<file path="src/rtl/lcd_cmd_arbiter.sv">
// lcd_cmd_arbiter: shares one LCD_Controller between two 9-bit {RS,DATA}
// command requesters. It issues the HD44780 init sequence after reset, then
// grants round-robin, with burst locking and a settle delay after every oDone.
// Optional build macro LCD_ARB_WDOG_EN adds a WAIT_DONE watchdog driving oERR.
module lcd_cmd_arbiter #(
    parameter int DLY_CYCLES  = 262142,
    parameter int WDOG_CYCLES = 1048575
) (
    input  logic       iCLK,
    input  logic       iRST,
    input  logic       iREQ0_VALID,
    input  logic [8:0] iREQ0_CMD,
    input  logic       iREQ0_LAST,
    output logic       oREQ0_RDY,
    input  logic       iREQ1_VALID,
    input  logic [8:0] iREQ1_CMD,
    input  logic       iREQ1_LAST,
    output logic       oREQ1_RDY,
    output logic [7:0] oLCD_DATA,
    output logic       oLCD_RS,
    output logic       oLCD_START,
    input  logic       iLCD_DONE,
    output logic       oINIT_DONE,
    output logic [1:0] oGRANT,
    output logic       oBUSY,
    output logic       oERR
);

    localparam int DLY_W = (DLY_CYCLES > 1) ? $clog2(DLY_CYCLES) : 1;

    if (DLY_CYCLES < 1 || WDOG_CYCLES < 1) begin : g_param_check
        $error("lcd_cmd_arbiter: DLY_CYCLES and WDOG_CYCLES must be at least 1");
    end

    typedef enum logic [1:0] {
        ST_INIT_ISSUE,
        ST_WAIT_DONE,
        ST_SETTLE,
        ST_ARB
    } state_t;

    state_t             state_q, state_d;
    logic [2:0]         idx_q, idx_d;
    logic [DLY_W-1:0]   cnt_q, cnt_d;
    logic               lock_q, lock_d;
    logic               lock_own_q, lock_own_d;
    logic               rr_q, rr_d;          // 1: requester 1 has priority
    logic [7:0]         data_q, data_d;
    logic               rs_q, rs_d;
    logic               start_q, start_d;
    logic               init_done_q, init_done_d;
    logic [1:0]         grant_q, grant_d;
    logic               sel0, sel1;

`ifdef LCD_ARB_WDOG_EN
    localparam int WD_W = (WDOG_CYCLES > 1) ? $clog2(WDOG_CYCLES) : 1;
    logic [WD_W-1:0]    wd_q, wd_d;
    logic               err_q, err_d;
`endif

    function automatic logic [7:0] init_cmd(input logic [2:0] idx);
        case (idx)
            3'd0:    init_cmd = 8'h38;  // 8-bit bus, 2 lines, 5x8 font
            3'd1:    init_cmd = 8'h0C;  // display on, cursor off
            3'd2:    init_cmd = 8'h01;  // clear
            3'd3:    init_cmd = 8'h06;  // entry mode: increment
            default: init_cmd = 8'h80;  // DDRAM address 0
        endcase
    endfunction

    // A held lock restricts eligibility to its owner; otherwise the requester
    // not served last wins a tie.
    assign sel0 = lock_q ? ~lock_own_q : (iREQ0_VALID & (~iREQ1_VALID | ~rr_q));
    assign sel1 = lock_q ?  lock_own_q : (iREQ1_VALID & (~iREQ0_VALID |  rr_q));

    assign oREQ0_RDY  = (state_q == ST_ARB) & sel0 & iREQ0_VALID;
    assign oREQ1_RDY  = (state_q == ST_ARB) & sel1 & iREQ1_VALID;
    assign oLCD_DATA  = data_q;
    assign oLCD_RS    = rs_q;
    assign oLCD_START = start_q;
    assign oINIT_DONE = init_done_q;
    assign oBUSY      = (state_q != ST_ARB);
    assign oGRANT     = (state_q == ST_ARB && !lock_q) ? 2'b00 : grant_q;
`ifdef LCD_ARB_WDOG_EN
    assign oERR       = err_q;
`else
    assign oERR       = 1'b0;
`endif

    // State and output registers; reset aborts any command in flight.
    always_ff @(posedge iCLK or posedge iRST) begin
        if (iRST) begin
            state_q     <= ST_INIT_ISSUE;
            idx_q       <= 3'd0;
            cnt_q       <= '0;
            lock_q      <= 1'b0;
            lock_own_q  <= 1'b0;
            rr_q        <= 1'b0;
            data_q      <= 8'h00;
            rs_q        <= 1'b0;
            start_q     <= 1'b0;
            init_done_q <= 1'b0;
            grant_q     <= 2'b00;
`ifdef LCD_ARB_WDOG_EN
            wd_q        <= '0;
            err_q       <= 1'b0;
`endif
        end else begin
            state_q     <= state_d;
            idx_q       <= idx_d;
            cnt_q       <= cnt_d;
            lock_q      <= lock_d;
            lock_own_q  <= lock_own_d;
            rr_q        <= rr_d;
            data_q      <= data_d;
            rs_q        <= rs_d;
            start_q     <= start_d;
            init_done_q <= init_done_d;
            grant_q     <= grant_d;
`ifdef LCD_ARB_WDOG_EN
            wd_q        <= wd_d;
            err_q       <= err_d;
`endif
        end
    end

    // Next-state logic: init sequencing, done handshake, settle delay, arbitration.
    always_comb begin
        state_d     = state_q;
        idx_d       = idx_q;
        cnt_d       = cnt_q;
        lock_d      = lock_q;
        lock_own_d  = lock_own_q;
        rr_d        = rr_q;
        data_d      = data_q;
        rs_d        = rs_q;
        start_d     = start_q;
        init_done_d = init_done_q;
        grant_d     = grant_q;
`ifdef LCD_ARB_WDOG_EN
        wd_d        = '0;
        err_d       = 1'b0;
`endif
        case (state_q)
            ST_INIT_ISSUE: begin
                data_d  = init_cmd(idx_q);
                rs_d    = 1'b0;
                start_d = 1'b1;
                state_d = ST_WAIT_DONE;
            end
            ST_WAIT_DONE: begin
                if (iLCD_DONE) begin
                    start_d = 1'b0;
                    cnt_d   = '0;
                    state_d = ST_SETTLE;
                end
`ifdef LCD_ARB_WDOG_EN
                else if (wd_q == WD_W'(WDOG_CYCLES - 1)) begin
                    // Treat a hung controller as done so the bus keeps moving.
                    start_d = 1'b0;
                    cnt_d   = '0;
                    err_d   = 1'b1;
                    state_d = ST_SETTLE;
                end else begin
                    wd_d = wd_q + 1'b1;
                end
`endif
            end
            ST_SETTLE: begin
                if (cnt_q == DLY_W'(DLY_CYCLES - 1)) begin
                    cnt_d = '0;
                    if (idx_q < 3'd4) begin
                        idx_d   = idx_q + 3'd1;
                        state_d = ST_INIT_ISSUE;
                    end else begin
                        init_done_d = 1'b1;
                        state_d     = ST_ARB;
                    end
                end else begin
                    cnt_d = cnt_q + 1'b1;
                end
            end
            ST_ARB: begin
                if (oREQ0_RDY) begin
                    data_d     = iREQ0_CMD[7:0];
                    rs_d       = iREQ0_CMD[8];
                    start_d    = 1'b1;
                    grant_d    = 2'b01;
                    rr_d       = 1'b1;
                    lock_d     = ~iREQ0_LAST;
                    lock_own_d = 1'b0;
                    state_d    = ST_WAIT_DONE;
                end else if (oREQ1_RDY) begin
                    data_d     = iREQ1_CMD[7:0];
                    rs_d       = iREQ1_CMD[8];
                    start_d    = 1'b1;
                    grant_d    = 2'b10;
                    rr_d       = 1'b0;
                    lock_d     = ~iREQ1_LAST;
                    lock_own_d = 1'b1;
                    state_d    = ST_WAIT_DONE;
                end
            end
            default: state_d = ST_INIT_ISSUE;
        endcase
    end

endmodule

</file>
<file path="config.mk">
export PLATFORM = sky130hd
export DESIGN_NAME = lcd_cmd_arbiter
export DESIGN_NICKNAME = d
export VERILOG_FILES = /design/src/rtl/lcd_cmd_arbiter.sv
export SDC_FILE = /design/constraint.sdc
export NUM_CORES = 1
export LEC_CHECK = 0
export CAP_MARGIN = 20
export CORE_UTILIZATION = 56
export CTS_CLUSTER_DIAMETER = 30
export DETAILED_ROUTE_END_ITERATION = 8
export PLACE_DENSITY_LB_ADDON = 0.2
export SETUP_SLACK_MARGIN = 0.2
export SKIP_CTS_REPAIR_TIMING = 1
export SYNTH_ARGS = -nofsm -noshare
export SYNTH_HDL_FRONTEND = slang
export SYNTH_SLANG_ARGS = --single-unit
</file>
<file path="constraint.sdc">
create_clock -name iCLK -period 6.07 [get_ports iCLK]
set_input_delay 1.5175 -clock iCLK [delete_from_list [all_inputs] [get_ports iCLK]]
set_output_delay 1.5175 -clock iCLK [all_outputs]
set_load 0.01 [all_outputs]
</file>
==> results by group <==
Critical path
  – Critical path type: input port to primary output
  – CP cell instances: clkdlybuf4s50_1, nand2_1, a221oi_1, clkdlybuf4s50_1
  – Worst r2r path cells: 6
  – CP max-delay cell: clkdlybuf4s50_1
  – CP delay by family, top: buffers and inverters
  – FF-to-FF Start: state_q[0]$_DFFE_PP0P_
  – Critical Path End Type: primary output
  – Crit-path max FO: 5
  – R2R setup slack: roughly 3.8 ns
  – WP data required: 4.55 ns
  – Largest stage delay on the critical path: 0.64 ns
  – Worst path arrival time: 3.20 ns
  – Startpoint Class: input port
  – Most used cell, CP: clkdlybuf4s50_1
  – CP Buf/Inv Count: 2
  – R2R Path End: oLCD_DATA[2]$_DFFE_PP0P_

STA
  – Fmax: ~210 MHz
  – Slew @ Worst Pin: 0.883 ns
  – Final setup TNS: 0 ns
  – RSZ-0062 raised after global routing: no
  – Post-layout min period: about 4.7 ns
  – Endpoints failing setup: 0
  – Max-slew violation count: 0
  – Tcrit/Tclk final: 77.7%
  – Relative slew slack: 40.9%
  – Clock skew: 0.00441 ns
  – Worst Slack Setup Final: 1.35 ns
  – Final Hold Fails: 0

Finish
  – Share of layout cells above drive strength 1: between 7 and 8%
  – FF+latch area: 926 um^2
  – Inserted Diodes: 0
  – Fillcell total: 296
  – Multi-input gate area: 1180 um^2
  – Final layout net count: between 300 and 400
  – Final Util: 74.4%
  – Area growth from synthesis to layout: 24.9%

Worst hold path
  – Hold Crit Class: register to register
  – Hold Startpoint: oLCD_DATA[4]$_DFFE_PP0P_
  – Min-Delay Endpoint: oLCD_DATA[4]$_DFFE_PP0P_
  – Hold depth: 2

Synth
  – Post-synth net total: approximately 280
  – Most used DFF post-synth: dfrtp_1
  – Synthesized area per cell: 9.11 um^2
  – Post-synth EDFFs: 0
  – Synth Instances: approximately 240
  – Yosys warning total: 0
  – Register area share after synthesis: 41.8%
  – Async S/R FF share, synth: 100%
  – Cell Area, Synth: 2210 um^2
  – Synth Register Bits: 37
  – Netlist cell types: between 40 and 50

Global routing
  – GRT overflow: 0
  – Initial antenna violation count: 0
  – GRT Overall Usage: 24.3%
  – First-pass GRT wire length: 7850 um
  – Vias in the first global route: 1,813
  – Largest net degree at the start of global routing: 30

Clocking
  – Clk slew on worst S/H paths: roughly 0.07 ns
  – Worst skew pair latency: between 0.2 and 0.3 ns
  – TritonCTS Buffers: 5
  – Clk buf depth: 2
  – Clock sink total: 37
  – Root Driver: clkbuf_8
  – H-tree depth: 2
  – CTS tree: yes

Power
  – Net Sw Frac: 35.7%
  – Leakage: 0.00121 uW
  – Maximum vdd drop: 171 uV
  – Sequential cell fraction of total power: 37.6%
  – Pwr Density: 328 nW/um^2
  – NetSw: approximately 320 uW
  – Tot Pwr: 906 uW
  – Internal Pwr Total: just under 600 uW
  – Clock power share: between 20% and 30%
  – Combinational share of power: 41.3%

Floorplan
  – Die Wd: 64.9 um
  – Die height: about 65 um
  – IO Count: 42
  – Row cnt: 22
  – Core area: around 3700 um^2
  – Initial Utilization: 59.6%
  – Die area: 4210 um^2

Placement
  – Port bufs: 40
  – Post-Place Worst Slack: 1.35 ns
  – DPL Wire Length: 3440 um
  – Final GP Congestion: 0.814

Route
  – Drt first pass iters: 4
  – DR iter-0 viols: 115
  – Wire per inst: 14.1 um
  – DR vias/cell: 5.65
  – Drt total wl: 4720 um
  – Number of routed nets with antenna violations: 0
  – Residual DRC count: 0
  – Vias post-DR: 1,886

Run status
  – Status: finished clean

Run
  – Max_cap viols: 0
[area by class of cell]
type	count	area share, %
multi-input cells	177	42.5
flip-flops and latches	37	33.5
repair buffers	43	15.3
clock buffers	7	3.48
inverters	21	2.85
well taps	48	2.17
clock inverters	1	0.181
[through the flow]
stage | cells | cell area, um^2 | hold WS (ns)
after floorplan | 243 | 2210 | 0.450
after global placement | 326 | 2660 | 0.463
after detailed placement | 326 | 2660 | 0.470
after CTS | 334 | 2770 | 0.485
after global routing | 334 | 2770 | 0.513
final | 334 | 2770 | 0.482
[registers in the layout (all words and copies together) (netlist names)]
register	count
cnt_q	18
grant_q	1
idx_q	3
lock_own_q	1
lock_q	1
oINIT_DONE	1
oLCD_DATA	8
oLCD_RS	1
oLCD_START	1
state_q	2
[tightest hold or removal path, cell delays in order (launching register included)]
cell and delay [ns]:
dfrtp_1 0.34, nand2_1 0.04, o21ai_0 0.06
[synthesized netlist by cell type (4+ instances only)]
library cell / n / area (um^2)
a21oi_1: 19 / 95.1
clkbuf_1: 7 / 26.3
dfrtp_1: 37 / 926
ha_1: 11 / 138
inv_1: 21 / 78.8
mux2_2: 4 / 45.0
mux2i_1: 15 / 150
nand2_1: 25 / 93.8
nand2b_1: 5 / 31.3
nand3_1: 8 / 40.0
nand4_1: 5 / 31.3
nor2_1: 13 / 48.8
o211ai_1: 4 / 30.0
o21ai_0: 23 / 115
or3_1: 4 / 25.0
or4_1: 4 / 30.0
[how the worst max path moves through the flow]
stage | start | to | slack, ns | depth (start not counted)
5_1_grt | iREQ1_VALID | oREQ1_RDY | 1.19 | 4
3_5_place_dp | iREQ1_VALID | oREQ1_RDY | 1.35 | 4
3_3_place_gp | iREQ1_VALID | oREQ1_RDY | 1.39 | 4
6_report | iREQ1_VALID | oREQ1_RDY | 1.35 | 4
4_1_cts | iREQ1_VALID | oREQ1_RDY | 1.34 | 4
2_1_floorplan | iREQ1_VALID | oREQ0_RDY | 2.11 | 4
[cell families after synthesis]
group / after synthesis / share of synthesized area, %
xor+xnor: 1 / 0.396
simple gates: 81 / 19.6
compound gates: 64 / 17.9
mux: 19 / 8.81
other cells: 1 / 0.169
fa+ha+maj: 11 / 6.21
buf+inv: 29 / 5.09
flops: 37 / 41.8
[cells in the final DEF (no fill, tap or decap), drive strengths merged, types with 4 or more instances in the layout]
| cell | count |
|---|---|
| a21oi | 19 |
| clkbuf | 7 |
| clkdlybuf4s50 | 40 |
| dfrtp | 37 |
| ha | 11 |
| inv | 21 |
| mux2 | 4 |
| mux2i | 15 |
| nand2 | 25 |
| nand2b | 5 |
| nand3 | 8 |
| nand4 | 6 |
| nor2 | 13 |
| o211ai | 4 |
| o21ai | 23 |
| or3 | 4 |
| or4 | 5 |
[per-layer routing]
layer | vias to the layer above | GRT usage (%) | wire (um)
li1 | 947 | - | -
met1 | 893 | 27.7 | 2110
met2 | 40 | 42.6 | 2320
met3 | 6 | 6.87 | 227
met4 | 0 | 9.44 | 59
met5 | - | 0 | 0
[power groups by stage]
stage	registers [uW]	logic (uW)	clock network (uW)
final	340	375	191
after global routing	349	419	205
after CTS	341	378	194
after detailed placement	346	377	0
after global placement	343	366	0
after floorplan	353	213	0
Note: power is estimated with default switching activity, not from simulation.
